**src/rtl/afu_pkg.sv**
```systemverilog
// Shared types for the PSL command credit tracker.
package afu_pkg;

    // Default widths; the tracker itself is parameterised.
    localparam int unsigned DefaultTagWidth    = 8;
    localparam int unsigned DefaultCreditWidth = 8;
    // Width of the signed credit return carried by a response.
    localparam int unsigned RspCreditWidth     = 9;

    typedef enum logic [1:0] {
        StDisabled,
        StActive,
        StDraining
    } state_e;

    typedef logic [DefaultTagWidth-1:0]       tag_t;
    typedef logic [DefaultCreditWidth-1:0]    credit_t;
    typedef logic signed [RspCreditWidth-1:0] rsp_credit_t;

endpackage

```
**src/rtl/tag_bitmap.sv**
```systemverilog
// One bit per command tag: set on issue, cleared on response, flushed at session start.
module tag_bitmap #(
    parameter int unsigned TAG_WIDTH = 8
) (
    input  logic                 clk_i,
    input  logic                 rst_i,
    input  logic                 flush_i,
    input  logic                 set_en_i,
    input  logic [TAG_WIDTH-1:0] set_idx_i,
    input  logic                 clr_en_i,
    input  logic [TAG_WIDTH-1:0] clr_idx_i,
    input  logic [TAG_WIDTH-1:0] rd_a_idx_i,
    output logic                 rd_a_o,
    input  logic [TAG_WIDTH-1:0] rd_b_idx_i,
    output logic                 rd_b_o
);

    localparam int unsigned Depth = 1 << TAG_WIDTH;

    logic [Depth-1:0] bits_q, bits_d;

    // Set wins over clear so a same-tag response plus reissue leaves the tag in flight.
    always_comb begin
        bits_d = bits_q;
        if (flush_i) begin
            bits_d = '0;
        end else begin
            if (clr_en_i) bits_d[clr_idx_i] = 1'b0;
            if (set_en_i) bits_d[set_idx_i] = 1'b1;
        end
    end

    // Bitmap state register.
    always_ff @(posedge clk_i or posedge rst_i) begin
        if (rst_i) begin
            bits_q <= '0;
        end else begin
            bits_q <= bits_d;
        end
    end

    assign rd_a_o = bits_q[rd_a_idx_i];
    assign rd_b_o = bits_q[rd_b_idx_i];

endmodule

```
**src/rtl/command_credit_tracker.sv**
```systemverilog
// Gates upstream commands on PSL credits and unique tags; tracks in-flight tags.
module command_credit_tracker
    import afu_pkg::*;
#(
    parameter int unsigned TAG_WIDTH    = 8,
    parameter int unsigned CREDIT_WIDTH = 8
) (
    input  logic                      clock,
    input  logic                      reset_in,
    input  logic                      enabled_in,
    input  logic [CREDIT_WIDTH-1:0]   room_in,
    input  logic                      cmd_valid_in,
    input  logic [TAG_WIDTH-1:0]      cmd_tag_in,
    output logic                      cmd_ready_out,
    output logic                      cmd_valid_out,
    output logic [TAG_WIDTH-1:0]      cmd_tag_out,
    input  logic                      rsp_valid_in,
    input  logic [TAG_WIDTH-1:0]      rsp_tag_in,
    input  logic [RspCreditWidth-1:0] rsp_credits_in,
    output logic [CREDIT_WIDTH-1:0]   credits_out,
    output logic [TAG_WIDTH:0]        outstanding_out,
    output logic                      idle_out,
    output logic                      credit_overflow_error_out,
    output logic [1:0]                tag_error_out
);

    // Two guard bits so credits - 1 + rsp can never wrap.
    localparam int unsigned SumW =
        ((CREDIT_WIDTH > RspCreditWidth) ? CREDIT_WIDTH : RspCreditWidth) + 2;

    state_e                  state_q, state_d;
    logic                    enabled_q;
    logic [CREDIT_WIDTH-1:0] credits_q, credits_d;
    logic [CREDIT_WIDTH-1:0] room_q, room_d;
    logic [TAG_WIDTH:0]      outstanding_q, outstanding_d;
    logic                    cmd_valid_q;
    logic [TAG_WIDTH-1:0]    cmd_tag_q;
    logic                    ovf_q, ovf_d;
    logic [1:0]              tag_err_q, tag_err_d;

    logic                    session_start;
    logic                    cmd_busy, rsp_busy;
    logic                    rsp_hit, cmd_blocked, accept;
    logic signed [SumW-1:0]  credit_ext, rsp_ext, room_ext, credit_sum;

    assign session_start = (state_q == StDisabled) && enabled_in && !enabled_q;

    // Responses in the session-start cycle are dropped along with the old bitmap.
    assign rsp_hit       = rsp_valid_in && rsp_busy && !session_start;
    // A same-tag response frees the tag before the issue check looks at it.
    assign cmd_blocked   = cmd_busy && !(rsp_hit && (rsp_tag_in == cmd_tag_in));
    assign cmd_ready_out = (state_q == StActive) && (credits_q != '0) && !cmd_blocked;
    assign accept        = cmd_valid_in && cmd_ready_out;

    tag_bitmap #(
        .TAG_WIDTH (TAG_WIDTH)
    ) u_tag_bitmap (
        .clk_i      (clock),
        .rst_i      (reset_in),
        .flush_i    (session_start),
        .set_en_i   (accept),
        .set_idx_i  (cmd_tag_in),
        .clr_en_i   (rsp_hit),
        .clr_idx_i  (rsp_tag_in),
        .rd_a_idx_i (cmd_tag_in),
        .rd_a_o     (cmd_busy),
        .rd_b_idx_i (rsp_tag_in),
        .rd_b_o     (rsp_busy)
    );

    // Session FSM next state.
    always_comb begin
        state_d = state_q;
        unique case (state_q)
            StDisabled: if (session_start) state_d = StActive;
            StActive:   if (!enabled_in) state_d = StDraining;
            StDraining: if (outstanding_q == '0) state_d = StDisabled;
            default:    state_d = StDisabled;
        endcase
    end

    // Signed credit arithmetic with clamp to [0, room].
    always_comb begin
        credit_ext = $signed({{(SumW-CREDIT_WIDTH){1'b0}}, credits_q});
        room_ext   = $signed({{(SumW-CREDIT_WIDTH){1'b0}}, room_q});
        rsp_ext    = $signed({{(SumW-RspCreditWidth){rsp_credits_in[RspCreditWidth-1]}},
                              rsp_credits_in});
        credit_sum = credit_ext;
        if (accept)  credit_sum = credit_sum - {{(SumW-1){1'b0}}, 1'b1};
        if (rsp_hit) credit_sum = credit_sum + rsp_ext;

        room_d    = room_q;
        credits_d = credits_q;
        ovf_d     = ovf_q;
        if (session_start) begin
            room_d    = room_in;
            credits_d = room_in;
            ovf_d     = 1'b0;
        end else if (credit_sum < 0) begin
            credits_d = '0;
            ovf_d     = 1'b1;
        end else if (credit_sum > room_ext) begin
            credits_d = room_q;
            ovf_d     = 1'b1;
        end else begin
            credits_d = credit_sum[CREDIT_WIDTH-1:0];
        end
    end

    // In-flight count and sticky tag errors.
    always_comb begin
        outstanding_d = outstanding_q;
        tag_err_d     = tag_err_q;
        if (session_start) begin
            outstanding_d = '0;
            tag_err_d     = 2'b00;
        end else begin
            if (accept && !rsp_hit) outstanding_d = outstanding_q + 1'b1;
            if (!accept && rsp_hit) outstanding_d = outstanding_q - 1'b1;
            if (rsp_valid_in && !rsp_busy) tag_err_d[0] = 1'b1;
            if ((state_q == StActive) && cmd_valid_in && cmd_blocked) tag_err_d[1] = 1'b1;
        end
    end

    // State registers.
    always_ff @(posedge clock or posedge reset_in) begin
        if (reset_in) begin
            state_q       <= StDisabled;
            enabled_q     <= 1'b0;
            credits_q     <= '0;
            room_q        <= '0;
            outstanding_q <= '0;
            cmd_valid_q   <= 1'b0;
            cmd_tag_q     <= '0;
            ovf_q         <= 1'b0;
            tag_err_q     <= 2'b00;
        end else begin
            state_q       <= state_d;
            enabled_q     <= enabled_in;
            credits_q     <= credits_d;
            room_q        <= room_d;
            outstanding_q <= outstanding_d;
            cmd_valid_q   <= accept;
            if (accept) cmd_tag_q <= cmd_tag_in;
            ovf_q         <= ovf_d;
            tag_err_q     <= tag_err_d;
        end
    end

    assign cmd_valid_out             = cmd_valid_q;
    assign cmd_tag_out               = cmd_tag_q;
    assign credits_out               = credits_q;
    assign outstanding_out           = outstanding_q;
    assign idle_out                  = (state_q == StDisabled);
    assign credit_overflow_error_out = ovf_q;
    assign tag_error_out             = tag_err_q;

endmodule

```
**config.mk**
```make
export PLATFORM = sky130hd
export DESIGN_NAME = command_credit_tracker
export DESIGN_NICKNAME = d
export VERILOG_FILES = /design/src/rtl/afu_pkg.sv /design/src/rtl/tag_bitmap.sv /design/src/rtl/command_credit_tracker.sv
export SDC_FILE = /design/constraint.sdc
export NUM_CORES = 1
export LEC_CHECK = 0
export BUFFER_PORTS_ARGS = -buffer_cell sky130_fd_sc_hd__buf_4
export CELL_PAD_IN_SITES_DETAIL_PLACEMENT = 0
export CELL_PAD_IN_SITES_GLOBAL_PLACEMENT = 1
export CORE_ASPECT_RATIO = 0.75
export CORE_MARGIN = 2
export CORE_UTILIZATION = 42
export CTS_BUF_LIST = sky130_fd_sc_hd__clkbuf_16
export DETAILED_ROUTE_END_ITERATION = 8
export PLACE_DENSITY = 0.71
export SETUP_SLACK_MARGIN = 0.15
export SKIP_CTS_REPAIR_TIMING = 1
export SLEW_MARGIN = 20
export SYNTH_ARGS = -nofsm -noshare
export SYNTH_HDL_FRONTEND = slang
export SYNTH_SLANG_ARGS = --single-unit
```
**constraint.sdc**
```tcl
create_clock -name clock -period 10.85 [get_ports clock]
set_clock_uncertainty 0.05 [all_clocks]
set_input_delay 2.17 -clock clock [delete_from_list [all_inputs] [get_ports clock]]
set_output_delay 2.17 -clock clock [all_outputs]
set_load 0.05 [all_outputs]
```
* Yosys cells after proc, flatten, opt, wreduce, memory -nomap -nowiden
Index checks and enable logic that the tools add are counted.
Cells by class: $add $sub $neg 4, magnitude comparators 6, equality and inequality tests 6, mux-type cells 30, bitwise gates (word level) 3, reductions and logical operators 31
Operators with widths (number):
- $mux W256 | 4
- $and A256 B256 Y256 | 1
- $not A256 Y256 | 1
- $or A256 B256 Y256 | 1
- $mux W9 | 3
- $mux W8 | 3
- $mux W11 | 2
- $lt A8 B9 Y1 const B | 2
- $bmux W1 S8 | 2
- $demux W1 S8 | 2
- $ge A8 B1 Y1 const B | 2
- $logic_and A1 B1 Y1 | 16
- $add A11 B9 Y11 | 1
- $gt A11 B9 Y1 | 1
- $lt A11 B1 Y1 const B | 1
- $add A9 B1 Y9 const B | 1
- $logic_not A9 Y1 | 1
- $mux W1 | 9
- $sub A8 B1 Y9 const B | 1
- $sub A9 B1 Y9 const B | 1
- $eq A8 B8 Y1 | 1
- $mux W2 | 4
- $reduce_bool A8 Y1 | 1
- $logic_not A1 Y1 | 7
- 9 further kinds | 12
Word-level totals: bits in registers 296, bits of input ports 38, output and inout bits 31, word-level logic and storage cells 91

* Logic depth before layout (Yosys ltp)
word-level depth 18, depth in mapped cells 30, mapped depth without buffers 25

* Cells and area by module
A second synthesis with hierarchy kept.
Second synthesis, totals: cells, all modules 2002, area, all modules 18149.9 um^2
By module, submodules not included:
- tag_bitmap | instances 1, cells each 1685, area an instance 15172.1 um^2
- command_credit_tracker | instances 1, cells each 317, area an instance 2977.9 um^2

* Worst setup path after synthesis
Ideal clock, no wire load.
path type input -> register, from input port cmd_tag_in[1], to register credits_q[3], in the netlist credits_out[3], setup time 0.155 ns, data arrival time 7.960 ns, slack 2.686 ns, stages on the path 28, path buffers 3, cells stage by stage clkbuf_1 -> buf_2 -> clkbuf_1 -> mux4_2 -> a22oi_1 -> a21oi_1 -> nor4_1 -> o22ai_1 -> nor4b_4 -> nor2_8 -> inv_4 -> a21boi_0 -> or2_2 -> ha_1 -> a21o_1 -> xor2_1 -> a221o_1 -> a31oi_1 -> inv_1 -> ha_1 -> o21a_1 -> o21a_1 -> o21a_1 -> o21a_1 -> o21a_1 -> o22a_1 -> o21ai_0 -> o221ai_1
On the way: longest elaborated chain between the ends 14
Ends and longest elaborated chain:
- start, declared | RTL line command_credit_tracker.sv:13 | input logic [TAG_WIDTH-1:0] cmd_tag_in,
- branches (longest 3 deep; another with $bmux W1 S8)
- $logic_and A1 B1 Y1 (*) | RTL line command_credit_tracker.sv:51 | assign cmd_blocked = cmd_busy && !(rsp_hit && (rsp_tag_in == cmd_tag_in));
- $logic_not A1 Y1 (*) | RTL line command_credit_tracker.sv:52 | assign cmd_ready_out = (state_q == StActive) && (credits_q != '0) && !cmd_blocked;
- $logic_and A1 B1 Y1 (*) | RTL line command_credit_tracker.sv:52
- $logic_and A1 B1 Y1 (*) | RTL line command_credit_tracker.sv:53 | assign accept = cmd_valid_in && cmd_ready_out;
- net accept | RTL line command_credit_tracker.sv:43 | logic rsp_hit, cmd_blocked, accept;
- $mux W11 (*) | RTL line command_credit_tracker.sv:89 | if (accept) credit_sum = credit_sum - {{(SumW-1){1'b0}}, 1'b1};
- $add A11 B9 Y11 | RTL line command_credit_tracker.sv:90 | if (rsp_hit) credit_sum = credit_sum + rsp_ext;
- $mux W11 (*) | RTL line command_credit_tracker.sv:90
- $gt A11 B9 Y1 | RTL line command_credit_tracker.sv:102 | end else if (credit_sum > room_ext) begin
- $mux W8 | RTL line command_credit_tracker.sv:102
- $mux W8 (*) | RTL line command_credit_tracker.sv:99 | end else if (credit_sum < 0) begin
- $mux W8 (*) | RTL line command_credit_tracker.sv:95 | if (session_start) begin
- net credits_d[3] | RTL line command_credit_tracker.sv:33 | logic [CREDIT_WIDTH-1:0] credits_q, credits_d;
- end signal, assigned | RTL line command_credit_tracker.sv:140 | credits_q <= credits_d;
- end, declared | RTL line command_credit_tracker.sv:33
Mark *: on every way through the listed nets, which the timed path passes. The select of a mux whose other input is x is not followed. A chain may end at the register's enable or synchronous reset.

* Final worst setup path
from input port rsp_tag_in[1], to register credits_q[6], in the netlist credits_out[6]
On the way: longest elaborated chain between the ends 17
Ends and longest elaborated chain:
- start, declared | RTL line command_credit_tracker.sv:18 | input logic [TAG_WIDTH-1:0] rsp_tag_in,
- $bmux W1 S8 | RTL line tag_bitmap.sv:43 | assign rd_b_o = bits_q[rd_b_idx_i];
- $mux W1 (implied by the code) | RTL line tag_bitmap.sv:43
- $logic_and A1 B1 Y1 (2 in a row) | RTL line command_credit_tracker.sv:49 | assign rsp_hit = rsp_valid_in && rsp_busy && !session_start;
- $logic_and A1 B1 Y1 (*) | RTL line command_credit_tracker.sv:51
- $logic_not A1 Y1 (*) | RTL line command_credit_tracker.sv:51
- $logic_and A1 B1 Y1 (*) | RTL line command_credit_tracker.sv:51
- $logic_not A1 Y1 (*) | RTL line command_credit_tracker.sv:52
- $logic_and A1 B1 Y1 (*) | RTL line command_credit_tracker.sv:52
- [... 1 more ...]
- net accept | RTL line command_credit_tracker.sv:43
- $mux W11 (*) | RTL line command_credit_tracker.sv:89
- $add A11 B9 Y11 | RTL line command_credit_tracker.sv:90
- $mux W11 (*) | RTL line command_credit_tracker.sv:90
- $gt A11 B9 Y1 | RTL line command_credit_tracker.sv:102
- $mux W8 | RTL line command_credit_tracker.sv:102
- $mux W8 (*) | RTL line command_credit_tracker.sv:99
- $mux W8 (*) | RTL line command_credit_tracker.sv:95
- net credits_d[6] | RTL line command_credit_tracker.sv:33
The timed path passes the listed nets; every way through them passes the cells marked *. The select of a mux whose other input is x is not followed.

==> run metrics <==
EDFF count, synth 0; Hold Vio Cnt, Final 0; Synth top cells by count 296 x dfrtp_1, 293 x nand2_1, 256 x a32o_1, 114 x mux4_2, 106 x clkbuf_1; P per Cell Area approximately 170 nW/um2; worst hold start enabled_q; initial core utilization ~43%; RSZ-0062 raised after global routing no; Synth area leaders dfrtp_1 41%, mux4_2 14%, a32o_1 14%; Overflow after GRT 0; Yosys warnings 0; Total Die Area ~45000 um2; sequential element share of the synthesized area 40.93%; type of the worst setup path in2reg; Post-Syn Nets about 1.7k; final WL just under 70000 um; setup ws final about 1.3 ns; pin count of the biggest net entering global routing ~120; GRT Resource Usage Total a little under a third; Slew Viols, Final 0; core area roughly 42000 um2; fmax 0.1050 GHz; total CTS buffers 34; most common cell in the synthesized netlist dfrtp_1; vias in the first global route between 15k and 20k; Crit. Startpoint rsp_tag_in[1]; Yosys reg bits between 200 and 300; IO Count 69; fin crit period 9.521 ns; Startpoint Class primary input; number of I/O port buffers 68; Skew-Pair Late Insertion Delay 0.54 ns; initial DRC count around 2.2k; die span in y around 180 um; CP Max Fanout 45; Critical Path RT ~11 ns; clk sinks 296; Leak 8.104 nW; CTS tree done; top_reg_cell synth dfrtp_1; via count between 15k and 20k; Yosys top cell area share about two fifths; WP data arrival between 9 and 10 ns; CP bufs+invs 3; first-pass GRT wire length just over 100000 um; worst r2r src u_tag_bitmap.bits_q[30]; Hold/Removal Path Class reg2reg; post-synth cell types 68; mapped cell area 18100 um2; Crit-path slowest cell a211oi_1; Slew HR around 17%; Die X 243.7 um; Detailed Routing Iterations Pass 1 5; CP endpoint kind flip-flop; post-layout net count ~1.7k; ANT cells 0; antenna-violating nets left 0; Worst-path clk slew around 0.06 ns; initial antenna violation count 1; Worst Max-Slew Pin Slew between 1 and 1.5 ns; maxcap violations 0; detailed-placement wirelength estimate roughly 44000 um; outcome completed; Setup TNS 0 ns; filler instances between 3k and 4k; Routed wire per std cell approximately 31 um; maximum vdd drop ~0.00011 V; worst-case clock buffer depth 3; Syn-to-layout area delta 11.82%; Placer Congestion approximately 0.9; cells after synthesis roughly 1.6k; H-tree Lvls 2; Setup violations, final 0; drc violations 0; Synth async-reset ratio 100.0%; Avg Cell Area, Syn between 10 and 15 um2; kind of cell adding the most delay to the critical path compound AO/OA/AOI/OAI gates; row count 65; drt via density between 7 and 8; Final Util about 48%; CP max stage delay approximately 0.74 ns; Final period util about 88%; CTS Root Cell clkbuf_16; layout cell share with drive strength beyond 1 between 20% and 30%; Synth area leader dfrtp_1; hold_ws about 0.45 ns; pre-CTS WS between 0.8 and 0.9 ns
## final cells by class
type	count	area (um2)	area share, %
clock buffers	35	875.8	4.328
repair buffers	128	964.7	4.767
clock inverters	24	237.7	1.175
inverters	30	122.6	0.6060
multi-input cells	1140	9915	49.00
flip-flops and latches	296	7407	36.61
well taps	569	711.9	3.518
## report_power, final
group          leakage [nW]  internal [mW]  switching, mW  total, mW
sequential             4.07           1.18         0.0671       1.24
clock                 0.572          0.703          0.492       1.20
combinational          3.46          0.340          0.681       1.02
total                  8.10           2.22           1.24       3.46
## registers in the layout, indices dropped and copies added (netlist names)
register and cells:
u_tag_bitmap.bits_q 256, outstanding_out 9, cmd_tag_out 8, credits_out 8, room_q 8, state_q 2, tag_error_out 2, cmd_valid_out 1
credit_overflow_error_out 1, enabled_q 1
## per-layer routing
| layer | up-vias | global-route usage [%] | share of wire (%) | wire (um) |
|---|---|---|---|---|
| met3 | 180 | 11.27 | 13 | 8851 |
| li1 | 6390 | - | - | - |
| met4 | 2 | 12.02 | 3.9 | 2673 |
| met1 | 8129 | 44.93 | 43 | 29670 |
| met5 | - | 0 | 0.013 | 9 |
| met2 | 985 | 41.91 | 41 | 28170 |
## layout by cell type, fill, tap and decap left out, drive strengths merged, types with 4 or more instances in the layout
cell,n
dfrtp,296
nand2,293
a32o,256
buf,128
mux4,114
nor2,64
a22oi,46
mux2i,43
inv,36
clkbuf,35
a21oi,32
ha,26
nor3,25
nand3,24
o21ai,23
nor4,17
nand2b,16
xor2,13
clkinv,13
nor2b,12
mux2,12
xnor2,11
and3,9
o221ai,8
a21o,8
o21a,7
or2,7
a31oi,6
o22ai,6
a211oi,6
bufinv,5
or3,5
nand3b,4
o21bai,4
## worst paths after layout
| check | endpoint | slack [ns] | depth (start not counted) |
|---|---|---|---|
| worst max-delay path | credits_out[6] | 1.33 | 26 |
| worst min-delay path | state_q[0] | 0.45 | 1 |
| worst max register to register | credits_out[6] | 3.39 | 25 |
| worst min register to register | state_q[0] | 0.45 | 1 |
| max in group asynchronous | u_tag_bitmap.bits_q[200] | 7.60 | 3 |
| min in group asynchronous | outstanding_out[0] | 1.74 | 2 |
## kinds of logic (layout without fill, tap and decap cells)
logic type | after synthesis | count (layout) | synth area share [%]
buf+inv | 200 | 217 | 4.992
compound gates | 429 | 429 | 20.80
fa+ha+maj | 28 | 28 | 2.019
other cells | 1 | 1 | 0.02072
mux | 169 | 169 | 17.31
xor+xnor | 24 | 24 | 1.203
simple gates | 489 | 489 | 12.72
flops | 296 | 296 | 40.93
## metrics by stage
stage	cells	cell area, um2	power [mW]
final	2222	20230	3.458
after global routing	2222	20230	3.609
after CTS	2221	20210	3.460
after detailed placement	2162	19090	2.268
after global placement	2162	19070	2.261
after floorplan	1636	18100	1.971
(Power assumes the default switching activity.)
